## src/rtl/data_mem_pkg.sv

```systemverilog
// Shared constants and FSM state type for the data-memory initiator.
package data_mem_pkg;

    localparam int unsigned ADDR_W = 5;
    localparam int unsigned DATA_W = 32;
    localparam int unsigned DEPTH  = 16;

    typedef enum logic [2:0] {
        IDLE,
        WR,
        RD_REQ,
        RD_WAIT,
        RESP
    } mem_ctrl_state_t;

endpackage

```

## src/rtl/data_mem_ctrl_if.sv

```systemverilog
// Core-side command/response bus and memory-side strobe bus.
interface data_mem_cmd_if;
    import data_mem_pkg::*;

    logic              cmd_valid;
    logic              cmd_ready;
    logic              cmd_we;
    logic [ADDR_W-1:0] cmd_addr;
    logic [DATA_W-1:0] cmd_wdata;
    logic              rsp_valid;
    logic [DATA_W-1:0] rsp_data;
    logic              rsp_err;

    modport master (
        output cmd_valid, cmd_we, cmd_addr, cmd_wdata,
        input  cmd_ready, rsp_valid, rsp_data, rsp_err
    );

    modport slave (
        input  cmd_valid, cmd_we, cmd_addr, cmd_wdata,
        output cmd_ready, rsp_valid, rsp_data, rsp_err
    );
endinterface

interface data_mem_bus_if;
    import data_mem_pkg::*;

    logic              in_data_mem;
    logic [ADDR_W-1:0] adr_data;
    logic              write_data;
    logic [ADDR_W-1:0] adr_data_write;
    logic [DATA_W-1:0] data_write;
    logic              out_data_mem;
    logic [DATA_W-1:0] data;

    modport master (
        output in_data_mem, adr_data, write_data, adr_data_write, data_write,
        input  out_data_mem, data
    );

    modport slave (
        input  in_data_mem, adr_data, write_data, adr_data_write, data_write,
        output out_data_mem, data
    );
endinterface

```

## src/rtl/data_mem_ctrl_timer.sv

```systemverilog
// Read-wait timer: clear/enable counter with an expiry flag at TIMEOUT.
module mem_wait_timer #(
    parameter int unsigned TIMEOUT = 8
) (
    input  logic clk,
    input  logic rst_n,
    input  logic i_clr,
    input  logic i_en,
    output logic o_expired
);
    localparam int unsigned CNT_W = $clog2(TIMEOUT + 1);
    localparam logic [CNT_W-1:0] L_LAST = CNT_W'(TIMEOUT - 1);
    localparam logic [CNT_W-1:0] L_MAX  = CNT_W'(TIMEOUT);

    logic [CNT_W-1:0] r_count;

    always_ff @(posedge clk or negedge rst_n) begin
        if (!rst_n) begin
            r_count <= '0;
        end else if (i_clr) begin
            r_count <= '0;
        end else if (i_en && (r_count != L_MAX)) begin
            r_count <= r_count + 1'b1;
        end
    end

    // Flags the enabled cycle whose increment brings the count to TIMEOUT.
    assign o_expired = i_en && (r_count == L_LAST);

endmodule

```

## src/rtl/data_mem_ctrl.sv

```systemverilog
// Single-outstanding load/store initiator driving data-memory strobes.
module data_mem_ctrl
    import data_mem_pkg::*;
#(
    parameter int unsigned DEPTH   = data_mem_pkg::DEPTH,
    parameter int unsigned TIMEOUT = 8
) (
    input  logic           clk,
    input  logic           rst_n,
    data_mem_cmd_if.slave  cmd,
    data_mem_bus_if.master mem
);
    localparam logic [ADDR_W:0] L_DEPTH = (ADDR_W + 1)'(DEPTH);

    mem_ctrl_state_t r_state;
    mem_ctrl_state_t w_next;

    logic              r_in_data_mem,    w_in_data_mem;
    logic [ADDR_W-1:0] r_adr_data,       w_adr_data;
    logic              r_write_data,     w_write_data;
    logic [ADDR_W-1:0] r_adr_data_write, w_adr_data_write;
    logic [DATA_W-1:0] r_data_write,     w_data_write;
    logic              r_rsp_valid,      w_rsp_valid;
    logic [DATA_W-1:0] r_rsp_data,       w_rsp_data;
    logic              r_rsp_err,        w_rsp_err;

    logic w_accept;
    logic w_illegal;
    logic w_expired;
    logic w_tmr_clr;
    logic w_tmr_en;

    assign w_accept  = cmd.cmd_valid && (r_state == IDLE);
    assign w_illegal = ({1'b0, cmd.cmd_addr} >= L_DEPTH);
    assign w_tmr_clr = (r_state == RD_REQ);
    assign w_tmr_en  = (r_state == RD_WAIT) && !mem.out_data_mem;

    mem_wait_timer #(.TIMEOUT(TIMEOUT)) u_timer (
        .clk       (clk),
        .rst_n     (rst_n),
        .i_clr     (w_tmr_clr),
        .i_en      (w_tmr_en),
        .o_expired (w_expired)
    );

    always_ff @(posedge clk or negedge rst_n) begin
        if (!rst_n) begin
            r_state <= IDLE;
        end else begin
            r_state <= w_next;
        end
    end

    always_comb begin
        w_next = r_state;
        case (r_state)
            IDLE: begin
                if (w_accept) begin
                    if (w_illegal)       w_next = RESP;
                    else if (cmd.cmd_we) w_next = WR;
                    else                 w_next = RD_REQ;
                end
            end
            WR:      w_next = RESP;
            RD_REQ:  w_next = RD_WAIT;
            RD_WAIT: begin
                if (mem.out_data_mem || w_expired) w_next = RESP;
            end
            RESP:    w_next = IDLE;
            default: w_next = IDLE;
        endcase
    end

    // Next values for the output flops; strobes default low so each lasts one cycle.
    always_comb begin
        w_in_data_mem    = 1'b0;
        w_write_data     = 1'b0;
        w_adr_data       = r_adr_data;
        w_adr_data_write = r_adr_data_write;
        w_data_write     = r_data_write;
        w_rsp_valid      = (w_next == RESP);
        w_rsp_data       = r_rsp_data;
        w_rsp_err        = r_rsp_err;
        case (r_state)
            IDLE: begin
                if (w_accept) begin
                    if (w_illegal) begin
                        w_rsp_err  = 1'b1;
                        w_rsp_data = '0;
                    end else if (cmd.cmd_we) begin
                        w_adr_data_write = cmd.cmd_addr;
                        w_data_write     = cmd.cmd_wdata;
                        w_write_data     = 1'b1;
                        w_rsp_err        = 1'b0;
                    end else begin
                        w_adr_data    = cmd.cmd_addr;
                        w_in_data_mem = 1'b1;
                    end
                end
            end
            RD_WAIT: begin
                if (mem.out_data_mem) begin
                    w_rsp_data = mem.data;
                    w_rsp_err  = 1'b0;
                end else if (w_expired) begin
                    w_rsp_data = '0;
                    w_rsp_err  = 1'b1;
                end
            end
            default: ;
        endcase
    end

    always_ff @(posedge clk or negedge rst_n) begin
        if (!rst_n) begin
            r_in_data_mem    <= 1'b0;
            r_adr_data       <= '0;
            r_write_data     <= 1'b0;
            r_adr_data_write <= '0;
            r_data_write     <= '0;
            r_rsp_valid      <= 1'b0;
            r_rsp_data       <= '0;
            r_rsp_err        <= 1'b0;
        end else begin
            r_in_data_mem    <= w_in_data_mem;
            r_adr_data       <= w_adr_data;
            r_write_data     <= w_write_data;
            r_adr_data_write <= w_adr_data_write;
            r_data_write     <= w_data_write;
            r_rsp_valid      <= w_rsp_valid;
            r_rsp_data       <= w_rsp_data;
            r_rsp_err        <= w_rsp_err;
        end
    end

    assign cmd.cmd_ready      = (r_state == IDLE);
    assign cmd.rsp_valid      = r_rsp_valid;
    assign cmd.rsp_data       = r_rsp_data;
    assign cmd.rsp_err        = r_rsp_err;
    assign mem.in_data_mem    = r_in_data_mem;
    assign mem.adr_data       = r_adr_data;
    assign mem.write_data     = r_write_data;
    assign mem.adr_data_write = r_adr_data_write;
    assign mem.data_write     = r_data_write;

endmodule

```

## src/flat_wrapper.sv

```systemverilog
// flat-port wrapper written by rule: the top's interface ports become plain ports
module data_mem_ctrl_flat import data_mem_pkg::*;
#(
    parameter int unsigned DEPTH   = data_mem_pkg::DEPTH,
    parameter int unsigned TIMEOUT = 8
)
  (clk, rst_n, cmd_cmd_valid, cmd_cmd_we, cmd_cmd_addr, cmd_cmd_wdata, cmd_cmd_ready, cmd_rsp_valid, cmd_rsp_data, cmd_rsp_err, mem_in_data_mem, mem_adr_data, mem_write_data, mem_adr_data_write, mem_data_write, mem_out_data_mem, mem_data);
  data_mem_cmd_if cmd_i ();
  data_mem_bus_if mem_i ();
  input  logic clk;
  input  logic rst_n;
  input wire logic [$bits(cmd_i.cmd_valid)-1:0] cmd_cmd_valid;
  input wire logic [$bits(cmd_i.cmd_we)-1:0] cmd_cmd_we;
  input wire logic [$bits(cmd_i.cmd_addr)-1:0] cmd_cmd_addr;
  input wire logic [$bits(cmd_i.cmd_wdata)-1:0] cmd_cmd_wdata;
  output wire logic [$bits(cmd_i.cmd_ready)-1:0] cmd_cmd_ready;
  output wire logic [$bits(cmd_i.rsp_valid)-1:0] cmd_rsp_valid;
  output wire logic [$bits(cmd_i.rsp_data)-1:0] cmd_rsp_data;
  output wire logic [$bits(cmd_i.rsp_err)-1:0] cmd_rsp_err;
  output wire logic [$bits(mem_i.in_data_mem)-1:0] mem_in_data_mem;
  output wire logic [$bits(mem_i.adr_data)-1:0] mem_adr_data;
  output wire logic [$bits(mem_i.write_data)-1:0] mem_write_data;
  output wire logic [$bits(mem_i.adr_data_write)-1:0] mem_adr_data_write;
  output wire logic [$bits(mem_i.data_write)-1:0] mem_data_write;
  input wire logic [$bits(mem_i.out_data_mem)-1:0] mem_out_data_mem;
  input wire logic [$bits(mem_i.data)-1:0] mem_data;
  assign cmd_i.cmd_valid = cmd_cmd_valid;
  assign cmd_i.cmd_we = cmd_cmd_we;
  assign cmd_i.cmd_addr = cmd_cmd_addr;
  assign cmd_i.cmd_wdata = cmd_cmd_wdata;
  assign cmd_cmd_ready = cmd_i.cmd_ready;
  assign cmd_rsp_valid = cmd_i.rsp_valid;
  assign cmd_rsp_data = cmd_i.rsp_data;
  assign cmd_rsp_err = cmd_i.rsp_err;
  assign mem_in_data_mem = mem_i.in_data_mem;
  assign mem_adr_data = mem_i.adr_data;
  assign mem_write_data = mem_i.write_data;
  assign mem_adr_data_write = mem_i.adr_data_write;
  assign mem_data_write = mem_i.data_write;
  assign mem_i.out_data_mem = mem_out_data_mem;
  assign mem_i.data = mem_data;
  data_mem_ctrl #(.DEPTH(DEPTH), .TIMEOUT(TIMEOUT)) u_core (.clk(clk), .rst_n(rst_n), .cmd(cmd_i), .mem(mem_i));
endmodule
```

## config.mk

```make
export PLATFORM = sky130hd
export DESIGN_NAME = data_mem_ctrl_flat
export DESIGN_NICKNAME = d
export VERILOG_FILES = /design/src/rtl/data_mem_pkg.sv /design/src/rtl/data_mem_ctrl_if.sv /design/src/rtl/data_mem_ctrl_timer.sv /design/src/rtl/data_mem_ctrl.sv /design/src/flat_wrapper.sv
export SDC_FILE = /design/constraint.sdc
export NUM_CORES = 1
export LEC_CHECK = 0
export CAP_MARGIN = 20
export CELL_PAD_IN_SITES_DETAIL_PLACEMENT = 1
export CELL_PAD_IN_SITES_GLOBAL_PLACEMENT = 1
export CORE_MARGIN = 4
export CORE_UTILIZATION = 35
export DETAILED_ROUTE_END_ITERATION = 8
export PLACE_DENSITY = 0.81
export SYNTH_ARGS = -nofsm -noshare
export SYNTH_HDL_FRONTEND = slang
export SYNTH_SLANG_ARGS = --single-unit
```

## constraint.sdc

```tcl
create_clock -name clk -period 4.6 [get_ports clk]
set_input_delay 0.92 -clock clk [delete_from_list [all_inputs] [get_ports clk]]
set_output_delay 0.92 -clock clk [all_outputs]
set_load 0.05 [all_outputs]
```

# --- After elaboration in Yosys (flattened, before gate mapping) ---
# Cells that the tools add are included.
classes:
  addsub: 1
  n_lt_le_gt_ge: 1
  n_eq_ne: 10
  muxes: 26
  bitwise: 2
  n_reduce_logical: 13
op_table:
  columns: ["op", "count"]
  rows:
  - ["32-bit two-way mux", 4]
  - ["32-bit one-hot mux with 2 select lines", 1]
  - ["4-bit AND reduction", 4]
  - ["1-bit two-way mux", 13]
  - ["3-bit one-hot mux with 4 select lines", 1]
  - ["3-bit two-way mux", 3]
  - ["4-bit two-way mux", 2]
  - ["3-bit by 2-bit equality test with 1-bit output (second input constant)", 2]
  - ["3-bit by 2-bit inequality test with 1-bit output (second input constant)", 2]
  - ["5-bit >= comparator (second input constant)", 1]
  - ["4-bit by 1-bit adder with 4-bit output (second input constant)", 1]
  - ["4-bit by 3-bit equality test with 1-bit output (second input constant)", 1]
  - ["1-bit logical AND", 4]
  - ["2-bit by 1-bit inequality test with 1-bit output (second input constant)", 2]
  - ["4-bit inequality test (second input constant)", 1]
  - ["2-bit nonzero test", 2]
  - ["3-bit by 1-bit equality test with 1-bit output (second input constant)", 1]
  - ["3-bit equality test (second input constant)", 1]
  - ["3-bit logical NOT", 1]
  - ["2-bit two-way mux", 1]
  - ["1-bit inverter", 2]
  - ["1-bit one-hot mux with 2 select lines", 1]
  - ["1-bit logical NOT", 1]
  - ["1-bit logical OR", 1]
totals:
  reg_bits: 85
  in_bits: 74
  word_cells: 63

# --- Logic depth before layout (Yosys ltp) ---
depth:
  depth_word: 7
  ltp_mapped: 5
  depth_no_buf: 5

# --- By module ---
# Synthesis repeated with hierarchy kept, for this count alone.
unflattened:
  cells_unflattened: 220
  area_unflattened_um2: 3301.9
by_module_without_submodules:
  columns: ["module", "instances", "cells_per_inst", "area_per_inst_um2"]
  rows:
  - ["data_mem_ctrl", 1, 196, 3065.4]
  - ["mem_wait_timer", 1, 24, 236.5]

# --- Least setup slack after synthesis ---
# No wires, ideal clock.
synth_path:
  path_type: "flip-flop to flip-flop"
  from: "register u_core.r_state[1]"
  to: "register u_core.r_rsp_valid, in the netlist u_core.cmd.rsp_valid"
  t_arrival_ps: 2533
  t_required_ps: 4496
  setup_slack_ps: 1963
  stages_incl_launch_ff: 5
  path_buffers: 1
  period_less_slack_ps: 2637
  path_cell_list: "dfrtp_1 > nor3_1 > nand3_1 > clkbuf_1 > a221oi_1"
synth_via:
  elab_cells_between_ends: 12
  classes_between: "4 x eq/ne; 3 x mux; 5 x reduce/logical"
synth_lines:
  columns: ["element", "line", "source"]
  rows:
  - ["from (decl)", "data_mem_ctrl.sv:15", "mem_ctrl_state_t r_state;"]
  - ["from (signal assigned)", "data_mem_ctrl.sv:50", "r_state <= w_next;"]
  - ["3-bit logical NOT *", null, null]
  - ["via cmd_cmd_ready", "flat_wrapper.sv:16", "output wire logic [$bits(cmd_i.cmd_ready)-1:0] cmd_cmd_ready;"]
  - ["1-bit logical AND", "data_mem_ctrl.sv:33", "assign w_accept = cmd.cmd_valid && (r_state == IDLE);"]
  - ["3-bit two-way mux", "data_mem_ctrl.sv:58", "if (w_accept) begin"]
  - ["3-bit one-hot mux with 4 select lines *", "data_mem_ctrl.sv:56", "case (r_state)"]
  - ["3-bit equality test *", "data_mem_ctrl.sv:81", "w_rsp_valid = (w_next == RESP);"]
  - ["via u_core.w_rsp_valid", "data_mem_ctrl.sv:23", "logic r_rsp_valid, w_rsp_valid;"]
  - ["to (signal assigned)", "data_mem_ctrl.sv:130", "r_rsp_valid <= w_rsp_valid;"]
  - ["to (decl)", "data_mem_ctrl.sv:23", null]
# The timed path passes the listed nets; every way through them passes the cells marked *.
# A chain may end at the register's enable or synchronous reset.

# --- Worst setup path in the final report ---
layout_path:
  from: "input cmd_cmd_valid"
  to: "register u_core.r_adr_data_write[3], in the netlist u_core.mem.adr_data_write[3]"
layout_via:
  elab_chain_cells: 2
layout_lines:
  columns: ["element", "line", "source"]
  rows:
  - ["from (decl)", "flat_wrapper.sv:12", "input wire logic [$bits(cmd_i.cmd_valid)-1:0] cmd_cmd_valid;"]
  - ["1-bit logical AND", "data_mem_ctrl.sv:33", null]
  - ["4-bit AND reduction (no source line)", null, null]
  - ["to (signal assigned)", "data_mem_ctrl.sv:128", "r_adr_data_write <= w_adr_data_write;"]
  - ["to (decl)", "data_mem_ctrl.sv:21", "logic [ADDR_W-1:0] r_adr_data_write, w_adr_data_write;"]
# No other way between the ends.

==> results.sh <==
export IMPL_drive_gt1_frac=0.171
export IMPL_fp_dieW_um=107
export IMPL_yosys_cell_types_count=29
export IMPL_setup_tns_ns=0
export IMPL_drt_initial_drc_count=93
export IMPL_die_h_um=107
export IMPL_ioPinCount=153
export IMPL_max_cap_violations=0
export IMPL_setup_slack_ns=1.56
export IMPL_cts_resized=0
export IMPL_crit_path_max_fanout=35
export IMPL_core_area_um2=9420
export IMPL_synthCells=218
export IMPL_grt_use_total=0.161
export IMPL_postCtsSetupBuffers=0
export IMPL_worst_pin_slew_ns=0.620
export IMPL_clk_latency_ns=0.34
export IMPL_finalHoldViolCount=0
export IMPL_cts_buffer_depth=2
export IMPL_clkSlewWorstSetupHoldPaths_ns=0.08
export IMPL_drc=0
export IMPL_firstDrtPassIters=4
export IMPL_finalClockSkew_ns=0.0137
export IMPL_grt_max_degree=86
export IMPL_crit_required_ns=4.82
export IMPL_place_ws_ns=1.21
export IMPL_cts_buffers=9
export IMPL_htree_levels=3
export IMPL_wl_per_cell_um=18.5
export IMPL_min_period_over_period=0.661
export IMPL_start_kind="input port"
export IMPL_setup_viol=0
export IMPL_drt_wl_total_um=9340
export IMPL_power_density_nw_per_um2=743
export IMPL_grt_pass1_vias=2737
export IMPL_syn_nets=294
export IMPL_grt_overflow=0
export IMPL_power_mw=3.94
export IMPL_max_slew_margin=0.585
export IMPL_worstSetupPathType="in -> reg"
export IMPL_nNetsFinal=447
export IMPL_yosys_warnings=0
export IMPL_p_leak_nw=2.41
export IMPL_synth_yosys_seq_area_share=0.617
export IMPL_vias_per_cell=4.95
export IMPL_hp_class="reg -> reg"
export IMPL_ir_drop_mv=0.384
export IMPL_io_buffers=152
export IMPL_clkSinkCount=85
export IMPL_dpl_hpwl_um=6870
export IMPL_dr_total_vias=2497
export IMPL_drtAntennaViolNets=0
export IMPL_gp_congestion=0.670
export IMPL_finalCriticalPeriod_ns=3.04
export IMPL_n_antenna_cell=0
export IMPL_cts_tree="done"
export IMPL_rsz0062_at_grt="no"
export IMPL_root_buffer="clkbuf_8"
export IMPL_outcome="completed"
export IMPL_grt_pass1_wl_um=14500
export IMPL_ys_ff_latch=85
export IMPL_cts_hold_buf=0
export IMPL_syn_area_per_cell_um2=15.8
export IMPL_rows=35
export IMPL_fp_dieArea_um2=11500
export IMPL_syn_to_final_growth_pct=53.9
export IMPL_fmax_ghz=0.329
export IMPL_netlist_area_um2=3450
export IMPL_antenna_found_initial=0
export IMPL_final_max_slew_viol_count=0
export IMPL_cp_end_kind="flop"
export IMPL_initial_utilization=0.366
export IMPL_critPathArrivalTime_ns=3.26
-- cell usage after synthesis --
| cell type | n | area share |
|---|---|---|
| nor2_1 | 3 | 0.0033 |
| a221oi_1 | 2 | 0.0051 |
| mux2i_1 | 4 | 0.012 |
| nand4_1 | 1 | 0.0018 |
| dfrtp_1 | 85 | 0.62 |
| nand2b_1 | 1 | 0.0018 |
| nor4bb_1 | 1 | 0.0029 |
| or4b_1 | 1 | 0.0029 |
| mux2_4 | 36 | 0.16 |
| nand2_1 | 9 | 0.0098 |
| nand3b_1 | 1 | 0.0022 |
| nand3_1 | 2 | 0.0029 |
| or3b_2 | 1 | 0.0025 |
| nor3_1 | 1 | 0.0015 |
| o21a_1 | 1 | 0.0022 |
| ha_1 | 2 | 0.0073 |
| a21boi_0 | 1 | 0.0022 |
| or3b_1 | 1 | 0.0025 |
| clkbuf_1 | 10 | 0.011 |
| and2_1 | 3 | 0.0054 |
| mux2_2 | 4 | 0.013 |
| buf_6 | 2 | 0.0065 |
| buf_12 | 3 | 0.017 |
| and3b_1 | 2 | 0.0051 |
| a32o_1 | 32 | 0.093 |
| o21ai_0 | 1 | 0.0015 |
| o21ai_1 | 1 | 0.0015 |
| o311a_1 | 1 | 0.0029 |
| inv_1 | 6 | 0.0065 |
-- registers in the layout, indices dropped and copies added, names as in the netlist --
name                       cells
u_core.cmd.rsp_data           32
u_core.mem.data_write         32
u_core.mem.adr_data            5
u_core.mem.adr_data_write      5
u_core.u_timer.r_count         4
u_core.r_state                 3
u_core.cmd.rsp_err             1
u_core.cmd.rsp_valid           1
u_core.mem.in_data_mem         1
u_core.mem.write_data          1
-- cells by family (layout without fill, tap and decap cells) --
group | Yosys count | in the layout | synth area share
adder cells (fa/ha/maj) | 2 | 2 | 0.00726
AND/OR/NAND/NOR | 27 | 27 | 0.0446
multiplexers | 44 | 44 | 0.181
flip-flops | 85 | 85 | 0.617
AO/OA/AOI/OAI | 39 | 39 | 0.108
buffers and inverters | 21 | 178 | 0.0414
-- report_power, final --
| group | switching [mW] | internal (mW) | total [mW] |
|---|---|---|---|
| Sequential | 0.175 | 1.03 | 1.21 |
| Clock | 0.263 | 0.320 | 0.583 |
| Combinational | 1.31 | 0.843 | 2.15 |
| Total | 1.75 | 2.19 | 3.94 |
-- final cells by class --
class,count,area [um^2]
multi-input cells,112,1180
fillers,929,4110
clock buffers,10,138
clock inverters,5,85.1
repair buffers,157,1590
inverters,6,22.5
well taps,129,161
flip-flops and latches,85,2130
-- path summary, 6_finish.rpt --
kind	from	endpoint	slack [ns]	cells past startpoint
max	cmd_cmd_valid	u_core.mem.adr_data_write[3]$_DFFE_PN0P_	1.56	5
min	u_core.mem.adr_data[4]$_DFFE_PN0P_	u_core.mem.adr_data[4]$_DFFE_PN0P_	0.50	1
max reg2reg	u_core.r_state[1]$_DFF_PN0_	u_core.mem.adr_data_write[3]$_DFFE_PN0P_	2.13	4
min reg2reg	u_core.mem.adr_data[4]$_DFFE_PN0P_	u_core.mem.adr_data[4]$_DFFE_PN0P_	0.50	1
max in group asynchronous	rst_n	u_core.mem.adr_data[3]$_DFFE_PN0P_	3.38	2
min in group asynchronous	rst_n	u_core.mem.data_write[13]$_DFFE_PN0P_	0.58	1
-- placed cells by master (no fill, tap or decap), types with 2 or more instances in the layout --
master,Yosys,final
clkdlybuf4s50_1,0,151
dfrtp_1,85,85
mux2_4,36,36
a32o_1,32,32
clkbuf_8,0,10
nand2_1,9,9
inv_1,6,6
mux2i_1,4,4
mux2_2,4,4
buf_4,0,4
nor2_1,3,3
and2_1,3,3
or3b_2,1,2
nand3_1,2,2
and3b_1,2,2
a221oi_1,2,2
ha_1,2,2
bufinv_16,0,2
clkinv_4,0,2
-- routing by layer --
layer	global-route usage	vias up	wire, um
met2	0.289	92	4890
met3	0.0584	6	702
li1	-	1120	-
met5	0	-	0
met1	0.186	1279	3700
met4	0.0274	0	53
-- critical path, cell delays in order --
cell and delay, ns:
clkdlybuf4s50_1 0.51, or4b_1 0.46, or3b_2 0.61, buf_4 0.36, mux2_4 0.36
-- stage by stage --
stage	utilization	cell area [um^2]	hold WS, ns	std cells
final	0.563	5300	0.499	504
after global routing	0.563	5300	0.535	504
after CTS	0.558	5260	0.501	502
after detailed placement	0.535	5030	0.476	487
after global placement	0.535	5030	0.471	487
after floorplan	-	3450	0.472	218
(Power assumes the default switching activity.)
